===== src/rtl/clint_pkg.sv =====
// Shared constants, FSM encoding and address decode for the core-local interruptor.
package clint_pkg;

  localparam logic [15:0] CLINT_MSIP        = 16'h0000;
  localparam logic [15:0] CLINT_MTIMECMP_LO = 16'h4000;
  localparam logic [15:0] CLINT_MTIMECMP_HI = 16'h4004;
  localparam logic [15:0] CLINT_MTIME_LO    = 16'hBFF8;
  localparam logic [15:0] CLINT_MTIME_HI    = 16'hBFFC;

  localparam logic [63:0] MTIMECMP_RST = 64'hFFFF_FFFF_FFFF_FFFF;

  typedef enum logic {
    ST_IDLE = 1'b0,
    ST_RSP  = 1'b1
  } clint_state_e;

  typedef struct packed {
    logic msip;
    logic cmp_lo;
    logic cmp_hi;
    logic mtime_lo;
    logic mtime_hi;
  } clint_sel_t;

  // Map constants are word aligned, so a misaligned offset never matches and
  // falls out as "no register selected", i.e. an error.
  function automatic clint_sel_t clint_decode(input logic [15:0] addr);
    clint_sel_t sel;
    sel = '0;
    case (addr)
      CLINT_MSIP:        sel.msip     = 1'b1;
      CLINT_MTIMECMP_LO: sel.cmp_lo   = 1'b1;
      CLINT_MTIMECMP_HI: sel.cmp_hi   = 1'b1;
      CLINT_MTIME_LO:    sel.mtime_lo = 1'b1;
      CLINT_MTIME_HI:    sel.mtime_hi = 1'b1;
      default:           sel          = '0;
    endcase
    return sel;
  endfunction

endpackage


===== src/rtl/clint_if.sv =====
// Single-outstanding valid/ready command/response port of the CLINT.
interface clint_if;
  logic        cmd_valid;
  logic        cmd_ready;
  logic        cmd_read;
  logic [15:0] cmd_addr;
  logic [31:0] cmd_wdata;
  logic        rsp_valid;
  logic        rsp_ready;
  logic [31:0] rsp_rdata;
  logic        rsp_err;

  modport master (
    output cmd_valid, cmd_read, cmd_addr, cmd_wdata, rsp_ready,
    input  cmd_ready, rsp_valid, rsp_rdata, rsp_err
  );

  modport slave (
    input  cmd_valid, cmd_read, cmd_addr, cmd_wdata, rsp_ready,
    output cmd_ready, rsp_valid, rsp_rdata, rsp_err
  );
endinterface


===== src/rtl/clint_mtime.sv =====
// Prescaled 64-bit mtime counter with per-half write port and registered
// timer compare.
module clint_mtime #(
  parameter int unsigned TICK_DIV = 1
) (
  input  logic        clk_i,
  input  logic        rst_ni,
  input  logic        wr_lo_i,
  input  logic        wr_hi_i,
  input  logic [31:0] wdata_i,
  input  logic [63:0] mtimecmp_i,
  output logic [63:0] mtime_o,
  output logic        tmr_ip_o
);

  localparam logic [15:0] TICK_LAST = 16'(TICK_DIV - 1);

  logic [15:0] presc_q, presc_d;
  logic [63:0] mtime_q, mtime_d;
  logic        tmr_ip_q, tmr_ip_d;
  logic        tick;

  assign tick = (presc_q == TICK_LAST);

  // Prescaler wraps to 0 on the cycle it produces a tick.
  always_comb begin
    presc_d = tick ? 16'd0 : presc_q + 16'd1;
  end

  // A software write suppresses that cycle's increment entirely, so the
  // unwritten half neither counts nor receives a carry.
  always_comb begin
    mtime_d = mtime_q;
    if (wr_lo_i || wr_hi_i) begin
      if (wr_lo_i) mtime_d[31:0]  = wdata_i;
      if (wr_hi_i) mtime_d[63:32] = wdata_i;
    end else if (tick) begin
      mtime_d = mtime_q + 64'd1;
    end
  end

  // Compare uses current register values; the pending bit lags by one cycle.
  always_comb begin
    tmr_ip_d = (mtime_q >= mtimecmp_i);
  end

  dffr #(.W(16)) u_presc (.clk_i, .rst_ni, .d_i(presc_d),  .q_o(presc_q));
  dffr #(.W(64)) u_mtime (.clk_i, .rst_ni, .d_i(mtime_d),  .q_o(mtime_q));
  dffr #(.W(1))  u_tmr   (.clk_i, .rst_ni, .d_i(tmr_ip_d), .q_o(tmr_ip_q));

  assign mtime_o  = mtime_q;
  assign tmr_ip_o = tmr_ip_q;

endmodule


===== src/rtl/dfflr.sv =====
// Resettable flop with load enable.
module dfflr #(
  parameter int unsigned W   = 1,
  parameter logic [W-1:0] RST = '0
) (
  input  logic         clk_i,
  input  logic         rst_ni,
  input  logic         en_i,
  input  logic [W-1:0] d_i,
  output logic [W-1:0] q_o
);

  // Load d_i only when enabled, otherwise hold.
  always_ff @(posedge clk_i or negedge rst_ni) begin
    if (!rst_ni)   q_o <= RST;
    else if (en_i) q_o <= d_i;
  end

endmodule


===== src/rtl/dffr.sv =====
// Resettable flop with configurable width and reset value.
module dffr #(
  parameter int unsigned W   = 1,
  parameter logic [W-1:0] RST = '0
) (
  input  logic         clk_i,
  input  logic         rst_ni,
  input  logic [W-1:0] d_i,
  output logic [W-1:0] q_o
);

  // Plain register with asynchronous reset.
  always_ff @(posedge clk_i or negedge rst_ni) begin
    if (!rst_ni) q_o <= RST;
    else         q_o <= d_i;
  end

endmodule


===== src/rtl/clint.sv =====
// Core-local interruptor: handshake FSM, register decode, msip and mtimecmp.
//
// state | meaning
// IDLE  | ready for a command; accept moves to RSP
// RSP   | response held valid until rsp_ready, then back to IDLE
module clint
  import clint_pkg::*;
#(
  parameter int unsigned TICK_DIV = 1
) (
  input  logic   clk_i,
  input  logic   rst_ni,
  clint_if.slave bus,
  output logic   tmr_ip_o,
  output logic   sft_ip_o
);

  logic [0:0]   state_raw;
  clint_state_e state_q, state_d;
  clint_sel_t   sel;
  logic         accept, wr, err_d, err_q;
  logic [31:0]  rdata_mux, rdata_d, rdata_q;
  logic         msip_q;
  logic [31:0]  cmp_lo_q, cmp_hi_q;
  logic [63:0]  mtime;

  dffr #(.W(1), .RST(1'b0)) u_state (.clk_i, .rst_ni, .d_i(state_d), .q_o(state_raw));
  assign state_q = clint_state_e'(state_raw);

  // Next state: one request per two cycles, no accept while a response is pending.
  always_comb begin
    state_d = state_q;
    case (state_q)
      ST_IDLE: if (bus.cmd_valid) state_d = ST_RSP;
      ST_RSP:  if (bus.rsp_ready) state_d = ST_IDLE;
      default: state_d = ST_IDLE;
    endcase
  end

  // Handshake outputs are pure functions of the state.
  always_comb begin
    bus.cmd_ready = (state_q == ST_IDLE);
    bus.rsp_valid = (state_q == ST_RSP);
  end

  assign accept = bus.cmd_valid && (state_q == ST_IDLE);
  assign sel    = clint_decode(bus.cmd_addr);
  assign err_d  = ~|sel;
  assign wr     = accept && !bus.cmd_read;

  // Read mux; unselected (error) accesses return zero.
  always_comb begin
    rdata_mux = '0;
    if (sel.msip)     rdata_mux = {31'd0, msip_q};
    if (sel.cmp_lo)   rdata_mux = cmp_lo_q;
    if (sel.cmp_hi)   rdata_mux = cmp_hi_q;
    if (sel.mtime_lo) rdata_mux = mtime[31:0];
    if (sel.mtime_hi) rdata_mux = mtime[63:32];
  end

  assign rdata_d = bus.cmd_read ? rdata_mux : 32'd0;

  // Response is captured at accept so it stays stable however long RSP lasts.
  dfflr #(.W(32)) u_rdata (.clk_i, .rst_ni, .en_i(accept), .d_i(rdata_d), .q_o(rdata_q));
  dfflr #(.W(1))  u_err   (.clk_i, .rst_ni, .en_i(accept), .d_i(err_d),   .q_o(err_q));

  dfflr #(.W(1)) u_msip (
    .clk_i, .rst_ni, .en_i(wr && sel.msip), .d_i(bus.cmd_wdata[0]), .q_o(msip_q)
  );
  dfflr #(.W(32), .RST(MTIMECMP_RST[31:0])) u_cmp_lo (
    .clk_i, .rst_ni, .en_i(wr && sel.cmp_lo), .d_i(bus.cmd_wdata), .q_o(cmp_lo_q)
  );
  dfflr #(.W(32), .RST(MTIMECMP_RST[63:32])) u_cmp_hi (
    .clk_i, .rst_ni, .en_i(wr && sel.cmp_hi), .d_i(bus.cmd_wdata), .q_o(cmp_hi_q)
  );

  clint_mtime #(.TICK_DIV(TICK_DIV)) u_mtime (
    .clk_i,
    .rst_ni,
    .wr_lo_i   (wr && sel.mtime_lo),
    .wr_hi_i   (wr && sel.mtime_hi),
    .wdata_i   (bus.cmd_wdata),
    .mtimecmp_i({cmp_hi_q, cmp_lo_q}),
    .mtime_o   (mtime),
    .tmr_ip_o  (tmr_ip_o)
  );

  assign bus.rsp_rdata = rdata_q;
  assign bus.rsp_err   = err_q;
  assign sft_ip_o      = msip_q;

endmodule

===== src/flat_wrapper.sv =====
// flat-port wrapper written by rule: the top's interface ports become plain ports
module clint_flat import clint_pkg::*;
#(
  parameter int unsigned TICK_DIV = 1
)
  (clk_i, rst_ni, tmr_ip_o, sft_ip_o, bus_cmd_valid, bus_cmd_read, bus_cmd_addr, bus_cmd_wdata, bus_rsp_ready, bus_cmd_ready, bus_rsp_valid, bus_rsp_rdata, bus_rsp_err);
  clint_if bus_i ();
  input  logic clk_i;
  input  logic rst_ni;
  output logic tmr_ip_o;
  output logic sft_ip_o;
  input wire logic [$bits(bus_i.cmd_valid)-1:0] bus_cmd_valid;
  input wire logic [$bits(bus_i.cmd_read)-1:0] bus_cmd_read;
  input wire logic [$bits(bus_i.cmd_addr)-1:0] bus_cmd_addr;
  input wire logic [$bits(bus_i.cmd_wdata)-1:0] bus_cmd_wdata;
  input wire logic [$bits(bus_i.rsp_ready)-1:0] bus_rsp_ready;
  output wire logic [$bits(bus_i.cmd_ready)-1:0] bus_cmd_ready;
  output wire logic [$bits(bus_i.rsp_valid)-1:0] bus_rsp_valid;
  output wire logic [$bits(bus_i.rsp_rdata)-1:0] bus_rsp_rdata;
  output wire logic [$bits(bus_i.rsp_err)-1:0] bus_rsp_err;
  assign bus_i.cmd_valid = bus_cmd_valid;
  assign bus_i.cmd_read = bus_cmd_read;
  assign bus_i.cmd_addr = bus_cmd_addr;
  assign bus_i.cmd_wdata = bus_cmd_wdata;
  assign bus_i.rsp_ready = bus_rsp_ready;
  assign bus_cmd_ready = bus_i.cmd_ready;
  assign bus_rsp_valid = bus_i.rsp_valid;
  assign bus_rsp_rdata = bus_i.rsp_rdata;
  assign bus_rsp_err = bus_i.rsp_err;
  clint #(.TICK_DIV(TICK_DIV)) u_core (.clk_i(clk_i), .rst_ni(rst_ni), .bus(bus_i), .tmr_ip_o(tmr_ip_o), .sft_ip_o(sft_ip_o));
endmodule

===== config.mk =====
export PLATFORM = sky130hd
export DESIGN_NAME = clint_flat
export DESIGN_NICKNAME = d
export VERILOG_FILES = /design/src/rtl/clint_pkg.sv /design/src/rtl/clint_if.sv /design/src/rtl/clint_mtime.sv /design/src/rtl/dfflr.sv /design/src/rtl/dffr.sv /design/src/rtl/clint.sv /design/src/flat_wrapper.sv
export SDC_FILE = /design/constraint.sdc
export NUM_CORES = 1
export LEC_CHECK = 0
export BUFFER_PORTS_ARGS = -buffer_cell sky130_fd_sc_hd__buf_2
export CAP_MARGIN = 5
export CORE_UTILIZATION = 55
export CTS_CLUSTER_DIAMETER = 50
export CTS_CLUSTER_SIZE = 14
export DETAILED_ROUTE_END_ITERATION = 6
export GPL_TIMING_DRIVEN = 0
export PLACE_DENSITY = 0.73
export SYNTH_ARGS = -nofsm -noshare
export SYNTH_HDL_FRONTEND = slang
export SYNTH_SLANG_ARGS = --single-unit

===== constraint.sdc =====
create_clock -name clk_i -period 2.25 [get_ports clk_i]
set_input_delay 0.45 -clock clk_i [delete_from_list [all_inputs] [get_ports clk_i]]
set_output_delay 0.45 -clock clk_i [all_outputs]
set_load 0.02 [all_outputs]

## After elaboration in Yosys (flattened, before gate mapping)

Index checks and enable logic that the tools add are counted.

| word-level totals | value |
|---|---|
| input bits | 53 |
| word-level logic and storage cells | 55 |
| bits in registers | 180 |

| cells by class | value |
|---|---|
| reductions and logical operators | 16 |
| $lt $le $gt $ge | 1 |
| muxes and demuxes | 19 |
| $add $sub $neg | 2 |
| bitwise logic cells | 1 |
| equal/unequal tests | 6 |

Operators by type and width:

| operator | count |
|---|---|
| 32-bit 2-to-1 mux | 7 |
| 64-bit 2-to-1 mux | 2 |
| 64-bit by 1-bit adder with 64-bit output, second input constant | 1 |
| 64-bit greater-or-equal comparator | 1 |
| 16-bit by 15-bit equality test with 1-bit output, second input constant | 2 |
| 16-bit equality test, second input constant | 2 |
| 16-bit logical NOT | 2 |
| 16-bit by 1-bit adder with 16-bit output, second input constant | 1 |
| 16-bit 2-to-1 mux | 1 |
| 1-bit 2-to-1 mux | 8 |
| 1-bit logical AND | 7 |
| 5-bit OR reduction | 1 |
| 2-bit inequality test, second input constant | 2 |
| 2-bit AND reduction | 2 |
| 1-bit logical NOT | 2 |
| 1-bit case mux with 2 select lines | 1 |
| 2-bit nonzero test | 1 |
| 1-bit logical OR | 1 |
| 1-bit inverter | 1 |

## Longest topological paths before layout

Gate-level depths: netlist (run 1).

| depth | value |
|---|---|
| depth after elaboration | 8 |
| gate-level depth with buffers | 11 |
| depth with buffers taken out | 9 |

## Modules after synthesis

Synthesis (run 1) repeated with hierarchy kept, for this count alone.

| second synthesis, totals | value |
|---|---|
| cells, all modules | 1105 |
| area, all modules | 11682.5 um2 |

By module, submodules not included:

| module | cells each | instances | sequential area each (um2) | area each (um2) |
|---|---|---|---|---|
| clint_mtime | 636 | 1 | 0.0 | 4160.2 |
| dfflr (u_core.u_cmp_hi ...) | 68 | 2 | 840.8 | 1385.1 |
| dffr (u_core.u_mtime.u_mtime) | 64 | 1 | 1601.5 | 1601.5 |
| dfflr (u_core.u_rdata) | 68 | 1 | 800.8 | 1345.0 |
| clint | 179 | 1 | 0.0 | 1275.0 |
| dffr (u_core.u_mtime.u_presc) | 16 | 1 | 400.4 | 400.4 |
| dfflr (u_core.u_err ...) | 2 | 2 | 25.0 | 40.0 |
| dffr (u_core.u_mtime.u_tmr ...) | 1 | 2 | 25.0 | 25.0 |

## Worst setup path after synthesis (run 1)

Ideal clock, no wire load.

| path | value |
|---|---|
| path type | reg-to-reg |
| start point | reg u_core.u_cmp_lo.q_o[17] |
| end point | reg u_core.u_mtime.u_tmr.q_o |
| data arrival time | 2.268 ns |
| setup time | 0.127 ns |
| buffers on the path | 0 |
| clock period less this slack | 2.395 ns |
| slack | -0.145 ns |
| cell stages (with the launch flop) | 10 |
| cells stage by stage | dfstp_2 -> inv_1 -> ha_1 -> a21o_1 -> nand3_1 -> a21oi_1 -> o311a_1 -> or4_1 -> a221oi_1 -> o31ai_1 |

| on the way | value |
|---|---|
| longest elaborated chain between the ends | 1 |

Ends and longest elaborated chain:

| element | line | RTL |
|---|---|---|
| from (decl) | dfflr.sv:10 | `output logic [W-1:0] q_o` |
| from (signal assigned) | dfflr.sv:16 | `else if (en_i) q_o <= d_i;` |
| 64-bit greater-or-equal comparator | clint_mtime.sv:44 | `tmr_ip_d = (mtime_q >= mtimecmp_i);` |
| via u_core.u_mtime.tmr_ip_d | clint_mtime.sv:20 | `logic tmr_ip_q, tmr_ip_d;` |
| to (signal assigned) | dffr.sv:15 | `else q_o <= d_i;` |
| to (decl) | dffr.sv:9 | `output logic [W-1:0] q_o` |

The timed path passes the listed nets, and every way through them passes these cells.
A chain may end at the register's enable or synchronous reset.

## Worst setup path after layout (run 1)

| path | value |
|---|---|
| start point | reg u_core.u_cmp_lo.q_o[0] |
| end point | reg u_core.u_mtime.u_tmr.q_o |

The elaborated chain is that of the path after synthesis.

==> impl_metrics.yaml, run 1 <==
timing:
  hold_viol_final: 0
  worst_slack_ps: -554
  whs_ps: 188
  worst_clock_skew_ps: 9.39
  rsz0062_at_grt: "true"
  setup_viol: 23
  tightestPinTransition_ps: 807
  slew_headroom: 0.462
  slew_viol_final: 0
  final.period_utilization: 1.25
  fin_crit_ps: 2800
  fmax_ghz: 0.357
synth:
  synth_top_cell_area_share: 0.264
  syn_avg_cell_area_um2: 8.92
  synthCells: 1234
  synth_edf_count: 0
  async_flop_share: 1.00
  synth_cell_types: 84
  yosysMostFrequentCell: "nand2_1"
  seq_area_frac_synth: 0.417
  synth-seq-cells: 180
  synthTopCellsByCount: "nand2_1 (148), dfrtp_1 (116), a21oi_1 (110)"
  synth_flop_cell: "dfrtp_1"
  post_synth_instance_area_um2: 11000
  syn_nets: 1354
  synth_warnings: 0
  synthTopCellsByArea: "dfrtp_1 (26%), dfstp_2 (15%), ha_1 (7.6%)"
  synth_area_leader_cell: "dfrtp_1"
critical_path:
  worst-path-buf-inv: 0
  crit_start: "u_core.u_cmp_lo.q_o[0]"
  crit_required_ps: 2580
  cp-end-kind: "register"
  worstSetupPathType: "register to register"
  crit_chain: "ha_4 -> nand2b_4 -> a2111o_1 -> o211ai_1 -> a31oi_2 -> or4_4 -> a221oi_4 -> o31ai_2"
  slowest_stage: "dfstp_2"
  crit_fanout: 2
  start_kind: "register"
  cpLargestDelayFamily: "compound AO/OA/AOI/OAI gates"
  arrival_ps: 3130
  critical-path-max-stage-delay_ps: 590
  r2r-start: "u_core.u_cmp_lo.q_o[0]"
job:
  cap_violations: 0
power_and_ir_drop:
  combPwrFrac: 0.072
  switchingPower_w: 0.00189
  powerDensity_nw_per_um2: 512
  internal-power_w: 0.00499
  p_leak_nw: 6.23
  switching_share: 0.275
  p_seq_frac: 0.490
  peakVddDrop_mv: 0.426
  clockPowerShare: 0.437
drt:
  initialDrtViolationCount: 1348
  drt_first_pass_iters: 6
  routedWlPerCell_um: 23.3
  post_drt_via_cell_ratio: 6.60
  wirelength_um: 39100
  route.detailed.drc: 0
  vias: 11100
  postRouteAntennaNets: 0
worst_hold_path:
  hold_start: "bus_rsp_ready"
  hold_path.class: "primary input to register"
grt:
  grtUsageTotal: 0.384
  grt_pass1_wl_um: 58600
  grt-ovfl-total: 0
  antenna_found_initial: 1
  grt_pass1_vias: 10300
  grt_start_max_net_pins: 104
floorplan:
  io_pins: 90
  rows: 51
  die_area_um2: 20600
  core-area_um2: 19500
  die_w_um: 143
  initial_core_util: 0.564
  fp.dieH_um: 143
finish:
  fin_nets: 1518
  drive_above_1_share: 0.302
  fill_cells: 1535
  area_growth_pct: 22.2
clock_network:
  clkSinkCount: 180
  root_buffer: "clkbuf_16"
  cts_buffer_depth: 2
  clk_latency_ps: 450
  cts_tree: "done"
  cts.htree.levels: 4
  cts_inserted_buffers: 17
  path_clk_slew_ps: 70
status:
  violations: "setup timing"
  status: "finished with violations"
place:
  routabilityCongestion: 0.976
  dp_slack_ps: -830
  numPortBuffers: 89
  dp_hpwl_um: 26600
registers in the layout, indices dropped and copies added (netlist names):
signal,count
u_core.u_cmp_hi.q_o,32
u_core.u_cmp_lo.q_o,32
u_core.u_err.q_o,1
u_core.u_msip.q_o,1
u_core.u_mtime.u_mtime.q_o,64
u_core.u_mtime.u_presc.q_o,16
u_core.u_mtime.u_tmr.q_o,1
u_core.u_rdata.q_o,32
u_core.u_state.q_o,1
layout by cell type, fill, tap and decap left out, drive strengths merged, types with 5 or more instances in the layout:
cell type  instances
dfrtp            116
buf              164
clkbuf            65
a221oi            31
nor3              16
nand3             40
nor2             103
a211oi             5
ha                67
inv               87
nor4              16
and3              20
o22a               9
a31oi              8
xnor2             12
or3                7
a21oi            111
and2               5
o21ai            102
and4               8
nand4             32
dfstp             64
mux2              34
o22ai             29
nand2            149
o31ai             39
logic make-up (layout without fill, tap and decap cells):
family	after synthesis	in the layout	synth area share
AO/OA/AOI/OAI	377	377	0.216
XOR/XNOR	14	14	0.0111
adder cells (fa/ha/maj)	67	67	0.0762
buffers and inverters	148	325	0.0531
flip-flops	180	180	0.417
multiplexers	37	37	0.0375
other	0	1	0
AND/OR/NAND/NOR	411	411	0.189
routing by layer:
layer  global-route usage  wire (um)  part of all wire  vias up
met5                    0         44            0.0011        -
met3                0.117       4380              0.11      175
met2                0.574      17200              0.44      719
met1                0.503      15600              0.40     5331
li1                     -          -                 -     4849
met4                0.191       1860             0.048        2
power groups by stage:
stage / Combinational (W) / Clock, W / Sequential (W)
4_1_cts: 0.000459 / 0.00301 / 0.00337
5_1_grt: 0.000538 / 0.00314 / 0.00338
3_3_place_gp: 0.000429 / 0 / 0.00341
3_5_place_dp: 0.000439 / 0 / 0.00341
6_report: 0.000498 / 0.00301 / 0.00338
2_1_floorplan: 0.000189 / 0 / 0.00340
timing repair:
item                                   in CTS  in global routing
setup endpoints to repair                 157                153
pin swaps                                  28                 25
resized for setup                          91                104
cloned                                      0                  0
hold buffers                                1                  0
setup buffers                              40                 16
endpoints found under the hold margin       1                  0
worst paths after layout:
kind | end | slack, ps | cells after the start
max in group asynchronous | u_core.u_mtime.u_mtime.q_o[1] | 720 | 3
worst max-delay path | u_core.u_mtime.u_tmr.q_o | -550 | 8
worst max register to register | u_core.u_mtime.u_tmr.q_o | -550 | 8
worst min register to register | u_core.u_rdata.q_o[15] | 470 | 2
worst min-delay path | u_core.u_state.q_o | 190 | 2
min in group asynchronous | u_core.u_mtime.u_presc.q_o[10] | 560 | 2
final cells by class:
cell class / count / area, um^2 / area share
timing repair buffer: 148 / 958 / 0.0713
clock buffer: 17 / 425 / 0.0316
buffer: 65 / 358 / 0.0266
sequential: 180 / 4600 / 0.342
clock inverter: 15 / 146 / 0.0109
tap: 265 / 332 / 0.0247
antenna: 1 / 2.50 / 0.000186
multi-input combinational: 906 / 6320 / 0.470
inverter: 80 / 304 / 0.0226
metrics by stage:
stage / std cells / utilization / cell area (um^2) / total power (W) / TNS [ps]
after floorplan: 1234 / - / 11000 / 0.00359 / -83.3
after global placement: 1588 / 0.604 / 11800 / 0.00384 / -423790
after detailed placement: 1590 / 0.607 / 11800 / 0.00385 / -101820
after CTS: 1661 / 0.669 / 13100 / 0.00683 / -1790
after global routing: 1676 / 0.689 / 13400 / 0.00706 / -5510
final: 1677 / 0.689 / 13500 / 0.00688 / -4460
(Power assumes the default switching activity.)
==> inputs of run 2 (changes only) <==
- ABC_AREA: not set -> 1
- CORE_UTILIZATION: 55 -> 56
- PLACE_DENSITY: 0.73 -> 0.78
==> impl_metrics.yaml, run 2 <==
synth:
  syn_avg_cell_area_um2: 6.66
  yosys.area_share.simple: 0.339
  synth_compound_area_frac: 0.124
  synth_xor_area_frac: 0.0219
  synthTopCellsByArea: "dfrtp_1 (23%), nand2_1 (19%), dfstp_2 (13%)"
  synth_fa_ha_area_frac: 0.0654
  syn_nets: 2046
  synth_mux_area_frac: 0
  yosysMostFrequentCell: "nand2_1"
  synth_edf_count: 0
  synth_flop_cell: "dfrtp_1"
  synth_cell_types: 43
  synth_area_leader_cell: "dfrtp_1"
  synth_warnings: 0
  synth_top_cell_area_share: 0.226
  synthCells: 1926
  synthTopCellsByCount: "nand2_1 (634), nor2_1 (250), inv_1 (230)"
  async_flop_share: 1.00
  post_synth_instance_area_um2: 12800
  seq_area_frac_synth: 0.357
  synth-seq-cells: 180
  synth_top_family_by_area: "simple AND/OR/NAND/NOR gates"
drt:
  post_drt_via_cell_ratio: 5.73
  initialDrtViolationCount: 1290
  vias: 13400
  wirelength_um: 46700
  routedWlPerCell_um: 20.0
  drt_first_pass_iters: 5
  postRouteAntennaNets: 0
  route.detailed.drc: 0
grt:
  grt_pass1_vias: 12700
  grt-ovfl-total: 0
  grt_pass1_wl_um: 71600
  grt_start_max_net_pins: 94
  antenna_found_initial: 1
  grtUsageTotal: 0.407
status:
  violations: "hold timing"
  status: "finished with violations"
floorplan:
  core-area_um2: 22600
  rows: 55
  die_w_um: 153
  fp.dieH_um: 153
  die_area_um2: 23500
  initial_core_util: 0.568
  io_pins: 90
power_and_ir_drop:
  p_leak_nw: 6.89
  switching_share: 0.284
  p_seq_frac: 0.484
  clockPowerShare: 0.438
  internal-power_w: 0.00497
  combPwrFrac: 0.079
  powerDensity_nw_per_um2: 482
  switchingPower_w: 0.00197
  peakVddDrop_mv: 0.425
finish:
  area_growth_pct: 12.4
  largest-register: "u_core.u_mtime.u_mtime.q_o"
  largest_reg_flops: 64
  final_cell_mix: "nand2_1 (630), nor2_1 (234), inv_1 (230)"
  finalInstanceArea_um2: 14400
  mostFrequentLayoutCell: "nand2_1"
  fin_nets: 2159
  n_antenna_cell: 0
  drive_above_1_share: 0.141
place:
  dp_hpwl_um: 36200
  dpl_cell_area_um2: 13700
  routabilityCongestion: 1.06
  numPortBuffers: 89
  dp_slack_ps: -420
timing:
  setup_viol: 0
  tightestPinTransition_ps: 914
  slew_headroom: 0.391
  hold_viol_final: 14
  whs_ps: -21.7
  finalSetupTns_ps: 0
  rsz0062_at_grt: "false"
  worst_clock_skew_ps: 13.4
  final.period_utilization: 0.986
  fin_crit_ps: 2220
  worst_slack_ps: 30.5
  slew_viol_final: 0
  fmax_ghz: 0.451
clock_network:
  clkSinkCount: 180
  cts_tree: "done"
  cts_inserted_buffers: 17
  cts_hold_buf: 0
  path_clk_slew_ps: 70
  root_buffer: "clkbuf_16"
  cts.htree.levels: 4
  clk_latency_ps: 450
  cts_buffer_depth: 2
critical_path:
  cp-end-kind: "register"
  r2r-start: "u_core.u_cmp_lo.q_o[31]"
  worstSetupPathType: "register to register"
  crit_required_ps: 2630
  start_kind: "register"
  crit_fanout: 3
  crit_start: "u_core.u_cmp_lo.q_o[31]"
  arrival_ps: 2600
worst_hold_path:
  hold_path.class: "primary input to async pin"
job:
  cap_violations: 0
## run 2: cell types whose count changed after synthesis, moves of 18 or more
cell / change
a21oi_1: -61
a221oi_1: -31
and3_1: -18
clkbuf_1: -19
inv_1: +152
mux2_2: -24
nand2_1: +486
nand3_1: +49
nor2_1: +149
o21ai_0: +112
o22ai_1: -27
o31ai_1: -38
xor2_1: +24
## run 2: worst max-delay path, cell delays in order, from the launching register on
cell and delay [ps]:
dfstp_2 550, inv_1 50, ha_1 280, nand2_1 80, nor2_1 210, nor3b_4 320, nand3_2 220, nor3b_2 240
nand2_1 80, nand3_1 110
## run 2: worst paths after layout
path | endpoint | slack (ps) | cells after the start
worst max-delay path | u_core.u_mtime.u_tmr.q_o | 30 | 9
worst min-delay path | u_core.u_mtime.u_presc.q_o[3] | -20 | 1
worst max register to register | u_core.u_mtime.u_tmr.q_o | 30 | 9
worst min register to register | u_core.u_mtime.u_presc.q_o[15] | 470 | 1
max in group asynchronous | u_core.u_cmp_lo.q_o[10] | 1290 | 2
min in group clk_i | u_core.u_state.q_o | 200 | 2
## run 2: through the flow
stage               total power (W)  std cells  utilization
finish                      0.00694       2337        0.639
global placement            0.00391       2300        0.604
detailed placement          0.00394       2301        0.605
CTS                         0.00692       2335        0.634
floorplan                   0.00367       1926            -
global route                0.00711       2337        0.639
## run 2: area by class of cell
class                           instances  area (um^2)
Buffer                                 60          323
Clock buffer                           20          457
Clock inverter                         12          113
Fill cell                            2146         8150
Inverter                              234          878
Multi-Input combinational cell       1452         7190
Sequential cell                       180         4590
Tap cell                              285          357
Timing Repair Buffer                   94          513
## run 2: routing by layer
layer | wire length [um] | vias to the layer above | part of all wire | GRT usage
li1 | - | 6325 | - | -
met1 | 19800 | 6286 | 0.42 | 0.540
met2 | 21000 | 665 | 0.45 | 0.650
met3 | 4200 | 119 | 0.090 | 0.0879
met4 | 1740 | 0 | 0.037 | 0.160
met5 | 0 | - | 0 | 0
## run 2: repair_timing
action / 4_1_cts / 5_1_grt
pin swaps: 1 / 1
resized for setup: 14 / 30
endpoints found under the setup margin: 60 / 82
setup buffers: 2 / 2
## run 2: cells by family (layout without fill, tap and decap cells)
| logic type | count (synthesis) | after routing |
|---|---|---|
| AND/OR/NAND/NOR | 1051 | 1051 |
| AO/OA/AOI/OAI | 302 | 302 |
| buffers and inverters | 294 | 420 |
| flip-flops | 180 | 180 |
| adder cells (fa/ha/maj) | 67 | 67 |
| XOR/XNOR | 32 | 32 |
## run 2: power groups by stage
stage	Sequential (W)	Clock, W	Combinational [W]
floorplan	0.00340	0	0.000274
global placement	0.00341	0	0.000501
detailed placement	0.00341	0	0.000524
CTS	0.00336	0.00303	0.000530
global route	0.00337	0.00313	0.000613
finish	0.00336	0.00304	0.000545
